`src/rtl/rx_datapath_pkg.sv`:
```
// rx_datapath_pkg: shared UART receive constants, frame field type and length helper
package rx_datapath_pkg;
  localparam int SR_W = 10;
  localparam logic [3:0] LEN_7N = 4'd8;
  localparam logic [3:0] LEN_7P = 4'd9;
  localparam logic [3:0] LEN_8N = 4'd9;
  localparam logic [3:0] LEN_8P = 4'd10;
  localparam logic PAR_EVEN = 1'b0;
  localparam logic PAR_ODD  = 1'b1;
  typedef struct packed {
    logic [7:0] data;
    logic       par;
    logic       stop;
  } frame_t;
  function automatic logic [3:0] frame_len(input logic eight, input logic pen);
    return eight ? (pen ? LEN_8P : LEN_8N) : (pen ? LEN_7P : LEN_7N);
  endfunction
endpackage

```
`src/rtl/rx_datapath.sv`:
```
// rx_datapath: RX shift register, frame alignment, parity/stop checks and status flags
module rx_datapath #(
  parameter int SR_W = rx_datapath_pkg::SR_W
) (
  input  logic       clk,
  input  logic       rst,
  input  logic       RX,
  input  logic       BTU,
  input  logic       START,
  input  logic       DONE,
  input  logic       EIGHT,
  input  logic       PEN,
  input  logic       OHEL,
  input  logic       READ,
  output logic [7:0] UART_RDATA,
  output logic       RXRDY,
  output logic       PERR,
  output logic       FERR,
  output logic       OVF
);
  import rx_datapath_pkg::*;
  logic [SR_W-1:0] sr_q, aligned;
  logic [3:0] n;
  logic done_q, done_edge;
  frame_t fr;
  logic [7:0] rdata_q, rdata_d;
  logic rxrdy_q, rxrdy_d, perr_q, perr_d, ferr_q, ferr_d, ovf_q, ovf_d;
  always_ff @(posedge clk or posedge rst)
    if (rst) sr_q <= '0;
    else if (BTU && !START) sr_q <= {RX, sr_q[SR_W-1:1]};
  always_ff @(posedge clk or posedge rst)
    if (rst) done_q <= 1'b0;
    else done_q <= DONE;
  // Freshest n bits sit at the top of the shift register; drop the stale tail.
  always_comb begin
    n          = frame_len(EIGHT, PEN);
    aligned    = sr_q >> (SR_W - int'(n));
    fr.data    = {EIGHT & aligned[7], aligned[6:0]};
    fr.par     = aligned[n - 4'd2];
    fr.stop    = aligned[n - 4'd1];
    done_edge  = DONE & ~done_q;
    rdata_d    = done_edge ? fr.data : rdata_q;
    rxrdy_d    = done_edge | (rxrdy_q & ~READ);
    perr_d     = done_edge ? PEN & (fr.par != (^fr.data ^ OHEL)) : perr_q & ~READ;
    ferr_d     = done_edge ? ~fr.stop : ferr_q & ~READ;
    ovf_d      = ~READ & (ovf_q | (done_edge & rxrdy_q));
  end
  always_ff @(posedge clk or posedge rst)
    if (rst) begin
      rdata_q <= '0;
      rxrdy_q <= 1'b0;
      perr_q  <= 1'b0;
      ferr_q  <= 1'b0;
      ovf_q   <= 1'b0;
    end else begin
      rdata_q <= rdata_d;
      rxrdy_q <= rxrdy_d;
      perr_q  <= perr_d;
      ferr_q  <= ferr_d;
      ovf_q   <= ovf_d;
    end
  assign UART_RDATA = rdata_q;
  assign RXRDY      = rxrdy_q;
  assign PERR       = perr_q;
  assign FERR       = ferr_q;
  assign OVF        = ovf_q;
endmodule

```
`config.mk`:
```
export PLATFORM = sky130hd
export DESIGN_NAME = rx_datapath
export DESIGN_NICKNAME = d
export VERILOG_FILES = /design/src/rtl/rx_datapath_pkg.sv /design/src/rtl/rx_datapath.sv
export SDC_FILE = /design/constraint.sdc
export NUM_CORES = 1
export LEC_CHECK = 0
export ABC_CLOCK_PERIOD_IN_PS = 4000
export CAP_MARGIN = 20
export CORE_MARGIN = 2
export CORE_UTILIZATION = 50
export DETAILED_ROUTE_END_ITERATION = 10
export PLACE_DENSITY = 0.75
export SLEW_MARGIN = 20
export SYNTH_ARGS = -nofsm -noshare
export SYNTH_HDL_FRONTEND = slang
export SYNTH_SLANG_ARGS = --single-unit
```
`constraint.sdc`:
```
create_clock -name clk -period 4 [get_ports clk]
set_clock_uncertainty 0.15 [all_clocks]
set_input_delay 0.6 -clock clk [delete_from_list [all_inputs] [get_ports clk]]
set_output_delay 0.6 -clock clk [all_outputs]
set_load 0.02 [all_outputs]
```
# Yosys cells after proc, flatten, opt, wreduce, memory -nomap -nowiden
# Cells that the tools add are included.
[totals]
reg_bits = 23
inputBits = 10
output_inout_bits = 12
wordCells = 40
[classes]
n_addsub = 3
n_lt_le_gt_ge = 2
n_eq_ne = 1
shifts = 1
muxes = 9
n_bitwise = 14
reduce_logical = 3
[ops]
columns = ["op", "count"]
rows = [
  ["10-bit by 32-bit right shift with 10-bit output", 1],
  ["4-bit by 5-bit < comparator with 1-bit output, second input constant", 2],
  ["1-bit bitwise AND", 8],
  ["1-bit binary-select mux with 4-bit select", 2],
  ["8-bit XOR reduction", 1],
  ["1-bit two-way mux", 5],
  ["4-bit by 4-bit subtractor with 5-bit output, first input constant", 1],
  ["2-bit two-way mux", 2],
  ["4-bit by 1-bit subtractor with 4-bit output, second input constant", 1],
  ["4-bit by 2-bit subtractor with 4-bit output, second input constant", 1],
  ["1-bit NOT", 3],
  ["1-bit bitwise OR", 2],
  ["1-bit logical AND", 1],
  ["1-bit logical NOT", 1],
  ["1-bit inequality test", 1],
  ["1-bit bitwise XOR", 1],
]

# Depth between registers and ports, before layout
# Gate-level depths: netlist of the first run.
[logic_depth]
depth_word = 10
ltp_mapped = 11
ltp_nobuf = 9

# Least setup slack after synthesis of the first run
# OpenSTA, ideal clock, no wires.
[synth_path]
kind = "input to register"
startpoint = "input PEN"
endpoint = "register perr_q (netlist: PERR)"
setup_time_ns = 0.092
arrival_time_ns = 2.506
required_ns = 3.758
path_slack_ns = 1.252
path_stages = 10
n_path_buf = 1
cell_sequence = "inv_1 ha_1 buf_4 nor3_1 a21oi_1 or4_1 o211ai_2 xnor2_1 xnor3_1 o31ai_2"
[synth_between]
elab_chain_cells = 10
word_cells_on_any_way = 14
classes_between = "add/sub (2); eq/ne (1); shift (1); mux (6); bitwise (3); reduce/logical (1)"
[synth_lines]
columns = ["element", "line", "rtl"]
rows = [
  ["from (decl)", "rx_datapath.sv:12", "input logic PEN,"],
  ["parallel branches: the longest is 8 deep, another holds 4-bit by 4-bit subtractor with 5-bit output", "--", ""],
  ["1-bit bitwise AND (*)", "rx_datapath.sv:44", "perr_d = done_edge ? PEN & (fr.par != (^fr.data ^ OHEL)) : perr_q & ~READ;"],
  ["1-bit two-way mux (*)", "rx_datapath.sv:44", ""],
  ["net perr_d", "rx_datapath.sv:27", "logic rxrdy_q, rxrdy_d, perr_q, perr_d, ferr_q, ferr_d, ovf_q, ovf_d;"],
  ["to (signal assigned)", "rx_datapath.sv:58", "perr_q <= perr_d;"],
  ["to (decl)", "rx_datapath.sv:27", ""],
]
# Mark *: on every way through the listed nets, which the timed path passes. The select of a mux whose other input is x is not followed.
# A chain may end at the register's enable or synchronous reset.

# Final worst setup path of the first run
[layout_path]
startpoint = "input EIGHT"
endpoint = "register perr_q (netlist: PERR)"
[layout_between]
elab_chain_cells = 9
word_cells_on_any_way = 12
classes_between = "add/sub (2); eq/ne (1); shift (1); mux (4); bitwise (3); reduce/logical (1)"
[layout_lines]
columns = ["element", "line", "rtl"]
rows = [
  ["from (decl)", "rx_datapath.sv:11", "input logic EIGHT,"],
  ["parallel branches: the longest is 6 deep, another holds 4-bit by 4-bit subtractor with 5-bit output", "--", ""],
  ["1-bit inequality test (*)", "rx_datapath.sv:44", ""],
  ["1-bit bitwise AND (*)", "rx_datapath.sv:44", ""],
  ["1-bit two-way mux (*)", "rx_datapath.sv:44", ""],
  ["net perr_d", "rx_datapath.sv:27", ""],
]
# Marked as above.

==> results of run 1 <==
registers in the layout, summed over array words and instances, names as in the netlist:
register / count
FERR: 1
OVF: 1
PERR: 1
RXRDY: 1
UART_RDATA: 8
done_q: 1
sr_q: 10
routing by layer:
layer,track usage (%),up-vias,wire length (um)
met5,0,-,0
met4,6.31,0,63
met3,3.85,9,145
met2,31.3,36,1330
met1,23.7,513,1230
li1,-,556,-
cells by family (layout without fill, tap and decap cells):
| family | count (synthesis) | count (layout) |
|---|---|---|
| AND/OR/NAND/NOR | 48 | 48 |
| AO/OA/AOI/OAI | 37 | 37 |
| flip-flops | 23 | 23 |
| multiplexers | 14 | 14 |
| buffers and inverters | 14 | 33 |
| XOR/XNOR | 8 | 8 |
| adder cells (fa/ha/maj) | 2 | 2 |
worst paths after layout:
kind | slack (ns) | start | endpoint | cells past startpoint
worst min register to register | 0.33 | UART_RDATA[3] | UART_RDATA[3] | 2
worst max register to register | 1.71 | sr_q[4] | PERR | 7
max in group asynchronous | 2.59 | rst | UART_RDATA[5] | 2
worst min-delay path | 0.33 | UART_RDATA[3] | UART_RDATA[3] | 2
min in group asynchronous | 0.59 | rst | sr_q[7] | 2
worst max-delay path | 0.71 | EIGHT | PERR | 10
metrics by stage:
stage | cell area [um^2] | total power (uW) | hold WS, ns | instances
final | 1670 | 956 | 0.332 | 196
after global routing | 1670 | 1020 | 0.357 | 196
after CTS | 1670 | 965 | 0.335 | 196
after detailed placement | 1650 | 856 | 0.306 | 192
after global placement | 1650 | 838 | 0.302 | 192
after floorplan | 1430 | 718 | 0.332 | 146
cell usage after synthesis, types with 2 or more instances:
| library cell | count |
|---|---|
| nand2_1 | 20 |
| nand3_1 | 4 |
| o21bai_1 | 3 |
| mux2i_1 | 2 |
| nor2b_1 | 7 |
| inv_1 | 5 |
| a21oi_1 | 7 |
| nor2_1 | 5 |
| mux2_2 | 10 |
| nor3_1 | 2 |
| o211ai_1 | 3 |
| and3b_1 | 2 |
| buf_4 | 3 |
| dfrtp_1 | 23 |
| a211oi_1 | 2 |
| clkbuf_1 | 3 |
| o21ai_0 | 8 |
| nand3b_1 | 4 |
| inv_2 | 2 |
| xnor2_1 | 5 |
| ha_1 | 2 |
| nand2b_1 | 2 |
worst reg2reg max path, stage by stage, from the launching register on:
cell,delay [ns]
dfrtp_1,0.47
nor2b_1,0.16
mux4_2,0.54
xnor2_2,0.19
xnor2_1,0.15
xnor2_1,0.14
xnor3_1,0.24
o31ai_2,0.17
where the power goes:
group          internal, uW  switching (uW)  leakage (uW)
clock network          39.0            70.6     0.0000150
logic                   252             218      0.000420
registers               304            72.0      0.000286
area by class of cell:
cell class | instances | area, um^2
repair buffers | 22 | 218
inverters | 7 | 26.3
clock buffers | 4 | 26.3
flip-flops and latches | 23 | 576
multi-input cells | 109 | 790
fillers | 235 | 1060
well taps | 31 | 38.8
==> flow_summary.html, run 1 <==
<table>
<tr><th>Metric</th><th>Value</th></tr>
<tr><th colspan="2">Status</th></tr>
<tr><td>Outcome</td><td>complete, no violations</td></tr>
<tr><th colspan="2">Global route</th></tr>
<tr><td>Pin count of the biggest net entering global routing</td><td>24</td></tr>
<tr><td>Aggregate global routing overflow</td><td>0</td></tr>
<tr><td>Via count of the first global-routing pass</td><td>1,035</td></tr>
<tr><td>Global-route total usage across every layer</td><td>18.6%</td></tr>
<tr><td>First-pass GRT wire length</td><td>4820 um</td></tr>
<tr><td>Initial antenna violation count</td><td>0</td></tr>
<tr><th colspan="2">Final layout</th></tr>
<tr><td>Utilization after layout</td><td>61.2%</td></tr>
<tr><td>Net count, final</td><td>178</td></tr>
<tr><td>Most frequent cells in the layout</td><td>23 x dfrtp_1, 21 x clkdlybuf4s50_1, 20 x nand2_1</td></tr>
<tr><td>Most common cell after layout, fill and taps aside</td><td>dfrtp_1</td></tr>
<tr><td>Number of inserted diodes</td><td>0</td></tr>
<tr><td>Layout cells sized above 1</td><td>13.3%</td></tr>
<tr><td>Synthesis-to-layout area growth</td><td>17.1%</td></tr>
<tr><th colspan="2">Yosys</th></tr>
<tr><td>Top area cells in the synthesized netlist</td><td>dfrtp_1 40%, mux2_2 7.9%, nand2_1 5.2%</td></tr>
<tr><td>Multiplexer fraction of the synthesized cell area</td><td>11.6%</td></tr>
<tr><td>Async S/R FF share, synth</td><td>100%</td></tr>
<tr><td>Post-synth EDFFs</td><td>0</td></tr>
<tr><td>Cell taking the most area after synthesis</td><td>dfrtp_1</td></tr>
<tr><td>Netlist cell types</td><td>44</td></tr>
<tr><td>Dominant combinational cell family by area after synthesis</td><td>compound AO/OA/AOI/OAI gates</td></tr>
<tr><td>Sequential area share after synthesis</td><td>40.2%</td></tr>
<tr><td>Area share of the largest cell type after synthesis</td><td>40.2%</td></tr>
<tr><td>Number of synthesized register bits</td><td>23</td></tr>
<tr><td>Syn nets</td><td>158</td></tr>
<tr><td>Synthesis Warnings</td><td>0</td></tr>
<tr><td>Average instance area after synthesis</td><td>9.80 um^2</td></tr>
<tr><td>Adder-cell area share of the yosys netlist</td><td>1.75%</td></tr>
<tr><td>Main flop type after synthesis</td><td>dfrtp_1</td></tr>
<tr><td>Area fraction in compound gates after synthesis</td><td>18.5%</td></tr>
<tr><td>XOR/XNOR share of the synthesized area</td><td>6.39%</td></tr>
<tr><td>Cell count after synthesis</td><td>146</td></tr>
<tr><td>Simple-gate share of the synthesized area</td><td>17.0%</td></tr>
<tr><td>Post-synth design cell area</td><td>0.00143 mm^2</td></tr>
<tr><th colspan="2">Clock network</th></tr>
<tr><td>Post-CTS setup repair buffer count</td><td>0</td></tr>
<tr><td>Number of instances resized during post-cts repair</td><td>0</td></tr>
<tr><td>Total CTS buffers</td><td>3</td></tr>
<tr><td>CTS H-tree lvls</td><td>1</td></tr>
<tr><td>Clock transition time at the flip-flop clock pins of the worst setup and hold paths</td><td>0.13 ns</td></tr>
<tr><td>Count of hold-fix buffers inserted at cts</td><td>0</td></tr>
<tr><td>Clock tree root buffer cell</td><td>clkbuf_4</td></tr>
<tr><td>Clock tree from TritonCTS</td><td>done</td></tr>
<tr><td>Largest buffer count on any clock path</td><td>2</td></tr>
<tr><td>Clock insertion delay at the later pin of the skew report</td><td>0.31 ns</td></tr>
<tr><td>Number of sinks on the clock net</td><td>23</td></tr>
<tr><th colspan="2">Timing</th></tr>
<tr><td>Final slew viol count</td><td>0</td></tr>
<tr><td>Hold Violations, Final</td><td>0</td></tr>
<tr><td>Final period demand of the worst path</td><td>3.29 ns</td></tr>
<tr><td>Post-route setup slack</td><td>0.711 ns</td></tr>
<tr><td>Setup total negative slack</td><td>0 ns</td></tr>
<tr><td>Count of endpoints failing setup in the final report</td><td>0</td></tr>
<tr><td>Pin slew with the least headroom to its limit</td><td>0.845 ns</td></tr>
<tr><td>Max-Slew Margin vs Limit</td><td>43.6%</td></tr>
<tr><td>RSZ-0062 raised after global routing</td><td>false</td></tr>
<tr><td>Fmax</td><td>304 MHz</td></tr>
<tr><td>Final worst path period share</td><td>82.2%</td></tr>
<tr><th colspan="2">Drt</th></tr>
<tr><td>Iteration count of the initial detailed-routing pass</td><td>4</td></tr>
<tr><td>Final wirelength</td><td>2760 um</td></tr>
<tr><td>Number of violations reported at the end of detailed-routing iteration 0</td><td>23</td></tr>
<tr><td>Antenna viol nets, final</td><td>0</td></tr>
<tr><td>Vias per cell</td><td>5.68</td></tr>
<tr><td>DRC violations left</td><td>0</td></tr>
<tr><td>Routed len/inst</td><td>14.1 um</td></tr>
<tr><td>Total via count in the routed design</td><td>1,114</td></tr>
<tr><th colspan="2">Critical path</th></tr>
<tr><td>Critical-path cell list</td><td>clkdlybuf4s50_1 &gt; inv_1 &gt; ha_1 &gt; nor3_1 &gt; a21oi_1 &gt; or4_1 &gt; o211ai_2 &gt; xnor2_1 &gt; xnor3_1 &gt; o31ai_2</td></tr>
<tr><td>Largest fanout on the critical path</td><td>21</td></tr>
<tr><td>Sort of element at the end of the critical path</td><td>register</td></tr>
<tr><td>Sort of element at the start of the critical path</td><td>primary input</td></tr>
<tr><td>Arrival time of the worst setup path</td><td>3.37 ns</td></tr>
<tr><td>Cell with the biggest individual delay on the critical path</td><td>or4_1</td></tr>
<tr><td>Worst path top cell family by delay</td><td>simple AND/OR/NAND/NOR gates</td></tr>
<tr><td>Delay of the slowest cell on the worst path</td><td>0.56 ns</td></tr>
<tr><td>Kind of critical path</td><td>in -&gt; reg</td></tr>
<tr><td>Required time of the worst setup path</td><td>4.08 ns</td></tr>
<tr><td>Buf+Inv Stages, Crit Path</td><td>2</td></tr>
<tr><th colspan="2">Placement</th></tr>
<tr><td>Number of buffers added on ports</td><td>21</td></tr>
<tr><td>Placer's final routability congestion estimate</td><td>0.927</td></tr>
<tr><td>Detailed Place HPWL</td><td>2130 um</td></tr>
<tr><td>Post-Place Worst Slack</td><td>0.402 ns</td></tr>
<tr><th colspan="2">Die</th></tr>
<tr><td>Initial cell density of the core</td><td>52.3%</td></tr>
<tr><td>Top Ports</td><td>22</td></tr>
<tr><td>DIE AREA</td><td>0.00330 mm^2</td></tr>
<tr><td>Core Region</td><td>0.00273 mm^2</td></tr>
<tr><td>Floorplan row count</td><td>19</td></tr>
<tr><td>X dimension of the die</td><td>57.5 um</td></tr>
<tr><td>Die height</td><td>57.5 um</td></tr>
<tr><th colspan="2">Flow run</th></tr>
<tr><td>Max_cap viols</td><td>0</td></tr>
<tr><th colspan="2">Power and ir drop</th></tr>
<tr><td>Power per Cell Area</td><td>571 mW/mm^2</td></tr>
<tr><td>Worst-case vdd ir drop</td><td>351 uV</td></tr>
<tr><td>Leak</td><td>0.000720 uW</td></tr>
<tr><th colspan="2">Worst hold path</th></tr>
<tr><td>HP Class</td><td>reg -&gt; reg</td></tr>
</table>
Note: power is estimated with default switching activity, not from simulation.
==> run 2: changes to the inputs <==
ABC_CLOCK_PERIOD_IN_PS = 3020   (was 4000)
CORE_UTILIZATION = 48   (was 50)
clock period = 3.02 ns   (was 4 ns; I/O delays follow)
==> flow_summary.html, run 2 (synthesis gave the netlist of run 1 again) <==
<table>
<tr><th>Metric</th><th>Value</th></tr>
<tr><th colspan="2">Global route</th></tr>
<tr><td>Aggregate global routing overflow</td><td>0 (unchanged)</td></tr>
<tr><td>First-pass GRT wire length</td><td>5190 um (was 4820 um)</td></tr>
<tr><td>Via count of the first global-routing pass</td><td>1,182 (was 1,035)</td></tr>
<tr><td>Global-route total usage across every layer</td><td>19.7% (was 18.6%)</td></tr>
<tr><td>Initial antenna violation count</td><td>0 (unchanged)</td></tr>
<tr><td>Pin count of the biggest net entering global routing</td><td>24 (unchanged)</td></tr>
<tr><th colspan="2">Final layout</th></tr>
<tr><td>Most common cell after layout, fill and taps aside</td><td>dfrtp_1 (unchanged)</td></tr>
<tr><td>Number of flip-flops under the largest register name</td><td>10 (unchanged)</td></tr>
<tr><td>Filler Cells Inserted</td><td>244 (was 235)</td></tr>
<tr><td>Net count, final</td><td>197 (was 178)</td></tr>
<tr><td>Most frequent cells in the layout</td><td>23 x dfrtp_1, 21 x clkdlybuf4s50_1, 20 x nand2_1, 20 x buf_4, 10 x mux2_2 (was 23 x dfrtp_1, 21 x clkdlybuf4s50_1, 20 x nand2_1)</td></tr>
<tr><td>Layout cells sized above 1</td><td>22.8% (was 13.3%)</td></tr>
<tr><td>Synthesis-to-layout area growth</td><td>27.2% (was 17.1%)</td></tr>
<tr><td>Register with the most flip-flops</td><td>sr_q (unchanged)</td></tr>
<tr><td>Number of inserted diodes</td><td>0 (unchanged)</td></tr>
<tr><td>Post-route design area</td><td>0.00182 mm^2 (was 0.00167 mm^2)</td></tr>
<tr><td>Number of non-filler instances in the completed layout</td><td>215 (was 196)</td></tr>
<tr><th colspan="2">Drt</th></tr>
<tr><td>Total via count in the routed design</td><td>1,184 (was 1,114)</td></tr>
<tr><td>DRC violations left</td><td>3 (was 0)</td></tr>
<tr><td>Iteration count of the initial detailed-routing pass</td><td>9 (was 4)</td></tr>
<tr><td>Final wirelength</td><td>3010 um (was 2760 um)</td></tr>
<tr><td>Antenna viol nets, final</td><td>0 (unchanged)</td></tr>
<tr><td>Routed len/inst</td><td>14.0 um (was 14.1 um)</td></tr>
<tr><td>Vias per cell</td><td>5.51 (was 5.68)</td></tr>
<tr><td>Number of violations reported at the end of detailed-routing iteration 0</td><td>56 (was 23)</td></tr>
<tr><th colspan="2">Clock network</th></tr>
<tr><td>Clock insertion delay at the later pin of the skew report</td><td>0.32 ns (was 0.31 ns)</td></tr>
<tr><td>Total CTS buffers</td><td>3 (unchanged)</td></tr>
<tr><td>Post-CTS setup repair buffer count</td><td>0 (unchanged)</td></tr>
<tr><td>CTS H-tree lvls</td><td>1 (unchanged)</td></tr>
<tr><td>Number of sinks on the clock net</td><td>23 (unchanged)</td></tr>
<tr><td>Clock transition time at the flip-flop clock pins of the worst setup and hold paths</td><td>0.12 ns (was 0.13 ns)</td></tr>
<tr><td>Largest buffer count on any clock path</td><td>2 (unchanged)</td></tr>
<tr><td>Clock tree from TritonCTS</td><td>done (unchanged)</td></tr>
<tr><td>Clock tree root buffer cell</td><td>clkbuf_4 (unchanged)</td></tr>
<tr><th colspan="2">Critical path</th></tr>
<tr><td>Largest fanout on the critical path</td><td>11 (was 21)</td></tr>
<tr><td>Minimum setup slack among reg-to-reg paths</td><td>0.73 ns (was 1.71 ns)</td></tr>
<tr><td>Cell with the biggest individual delay on the critical path</td><td>clkdlybuf4s50_1 (was or4_1)</td></tr>
<tr><td>Worst reg2reg path startpoint</td><td>sr_q[4] (unchanged)</td></tr>
<tr><td>Most frequent CP cell</td><td>xnor2_1</td></tr>
<tr><td>Sort of element at the start of the critical path</td><td>primary input (unchanged)</td></tr>
<tr><td>Buf+Inv Stages, Crit Path</td><td>3 (was 2)</td></tr>
<tr><td>Launching element of the worst setup path</td><td>PEN (was EIGHT)</td></tr>
<tr><td>Kind of critical path</td><td>in -&gt; reg (unchanged)</td></tr>
<tr><td>Arrival time of the worst setup path</td><td>2.94 ns (was 3.37 ns)</td></tr>
<tr><td>Sort of element at the end of the critical path</td><td>register (unchanged)</td></tr>
<tr><td>Delay of the slowest cell on the worst path</td><td>0.48 ns (was 0.56 ns)</td></tr>
<tr><td>Worst path top cell family by delay</td><td>buffers and inverters (was simple AND/OR/NAND/NOR gates)</td></tr>
<tr><td>Critical-path cell list</td><td>clkdlybuf4s50_1 &gt; inv_1 &gt; ha_2 &gt; buf_4 &gt; nor2b_1 &gt; o32ai_1 &gt; xnor2_1 &gt; o211ai_2 &gt; xnor2_1 &gt; xnor3_1 &gt; o31ai_2 (was clkdlybuf4s50_1 &gt; inv_1 &gt; ha_1 &gt; nor3_1 &gt; a21oi_1 &gt; or4_1 &gt; o211ai_2 &gt; xnor2_1 &gt; xnor3_1 &gt; o31ai_2)</td></tr>
<tr><td>Required time of the worst setup path</td><td>3.11 ns (was 4.08 ns)</td></tr>
<tr><th colspan="2">Power and ir drop</th></tr>
<tr><td>Post-route total power</td><td>1350 uW (was 956 uW)</td></tr>
<tr><td>Power per Cell Area</td><td>741 mW/mm^2 (was 571 mW/mm^2)</td></tr>
<tr><td>Leak</td><td>0.000811 uW (was 0.000720 uW)</td></tr>
<tr><td>Worst-case vdd ir drop</td><td>327 uV (was 351 uV)</td></tr>
<tr><th colspan="2">Die</th></tr>
<tr><td>Die height</td><td>58.6 um (was 57.5 um)</td></tr>
<tr><td>DIE AREA</td><td>0.00343 mm^2 (was 0.00330 mm^2)</td></tr>
<tr><td>X dimension of the die</td><td>58.6 um (was 57.5 um)</td></tr>
<tr><td>Top Ports</td><td>22 (unchanged)</td></tr>
<tr><td>Floorplan row count</td><td>19 (unchanged)</td></tr>
<tr><td>Initial cell density of the core</td><td>51.0% (was 52.3%)</td></tr>
<tr><td>Core Region</td><td>0.00281 mm^2 (was 0.00273 mm^2)</td></tr>
<tr><th colspan="2">Worst hold path</th></tr>
<tr><td>Worst hold path startpoint</td><td>UART_RDATA[0] (was UART_RDATA[3])</td></tr>
<tr><td>HP Class</td><td>reg -&gt; reg (unchanged)</td></tr>
<tr><th colspan="2">Timing</th></tr>
<tr><td>Final worst path period share</td><td>94.4%</td></tr>
<tr><td>Fmax</td><td>351 MHz</td></tr>
<tr><td>Pin slew with the least headroom to its limit</td><td>0.839 ns (was 0.845 ns)</td></tr>
<tr><td>Count of endpoints failing setup in the final report</td><td>0 (unchanged)</td></tr>
<tr><td>Max-Slew Margin vs Limit</td><td>44.0% (was 43.6%)</td></tr>
<tr><td>Final-layout worst hold slack</td><td>0.332 ns (about the same)</td></tr>
<tr><td>Final slew viol count</td><td>0 (unchanged)</td></tr>
<tr><td>RSZ-0062 raised after global routing</td><td>false (unchanged)</td></tr>
<tr><td>Final period demand of the worst path</td><td>2.85 ns</td></tr>
<tr><td>Post-route setup slack</td><td>0.168 ns (was 0.711 ns)</td></tr>
<tr><td>Hold Violations, Final</td><td>0 (unchanged)</td></tr>
<tr><th colspan="2">Placement</th></tr>
<tr><td>Number of buffers added on ports</td><td>21 (unchanged)</td></tr>
<tr><td>Post-Place Worst Slack</td><td>-0.193 ns (was 0.402 ns)</td></tr>
<tr><td>Number of placed cells counting well taps</td><td>211 (was 192)</td></tr>
<tr><td>Placement Cell Area</td><td>0.00179 mm^2 (was 0.00165 mm^2)</td></tr>
<tr><td>Detailed Place HPWL</td><td>2370 um (was 2130 um)</td></tr>
<tr><td>Placer's final routability congestion estimate</td><td>0.791 (was 0.927)</td></tr>
<tr><th colspan="2">Status</th></tr>
<tr><td>Outcome</td><td>finished, violations left (was complete, no violations)</td></tr>
<tr><td>Failing checks</td><td>design-rule violations</td></tr>
<tr><th colspan="2">Flow run</th></tr>
<tr><td>Max_cap viols</td><td>0 (unchanged)</td></tr>
</table>
-- run 2: cell count changes in the layout (fill, tap and decap cells not counted), sizes merged --
cell,change
buf,+19
-- run 2: area by class of cell --
type	count	area [um^2]	area share, %
timing repair buffer	41	360	19.8
multi-input combinational	109	792	43.5
tap	31	38.8	2.13
clock buffer	4	26.3	1.44
sequential	23	576	31.6
inverter	7	26.3	1.44
-- run 2: path summary, 6_finish.rpt --
path	cells past startpoint	to
setup / recovery	11	PERR
hold / removal	2	UART_RDATA[0]
setup reg to reg	7	PERR
hold reg to reg	2	UART_RDATA[0]
max in group asynchronous	2	UART_RDATA[0]
min in group asynchronous	2	sr_q[4]
-- run 2: timing repair --
item | CTS | global route
endpoints found under the setup margin | 0 | 1
gates resized for setup | 0 | 1
endpoints found under the hold margin | 0 | 0
hold buffers | 0 | 0
-- run 2: metal layers --
layer  global-route usage [%]  wire length [um]
met1                     23.0              1270
met3                     2.64               117
met4                     7.79                70
met2                     36.3              1550
met5                        0                 0
-- run 2: through the flow --
step / utilization (%) / setup TNS (ns)
after global placement: 63.8 / -0.123
after CTS: 64.8 / 0
final: 64.9 / 0
after floorplan: - / 0
after detailed placement: 63.8 / -0.193
after global routing: 64.9 / 0
-- run 2: report_power, final --
group / internal, uW / leakage, uW / total [uW] / switching [uW]
combinational: 390 / 0.000510 / 705 / 314
clock: 51.8 / 0.0000150 / 147 / 95.5
sequential: 403 / 0.000286 / 497 / 93.6
total: 845 / 0.000811 / 1350 / 503
-- run 2: worst min-delay path, delay by kind of cell, from the launching register on --
| family | cells | cell delay [ns] |
|---|---|---|
| simple gates | 2 | 0.10 |
| flops | 1 | 0.36 |
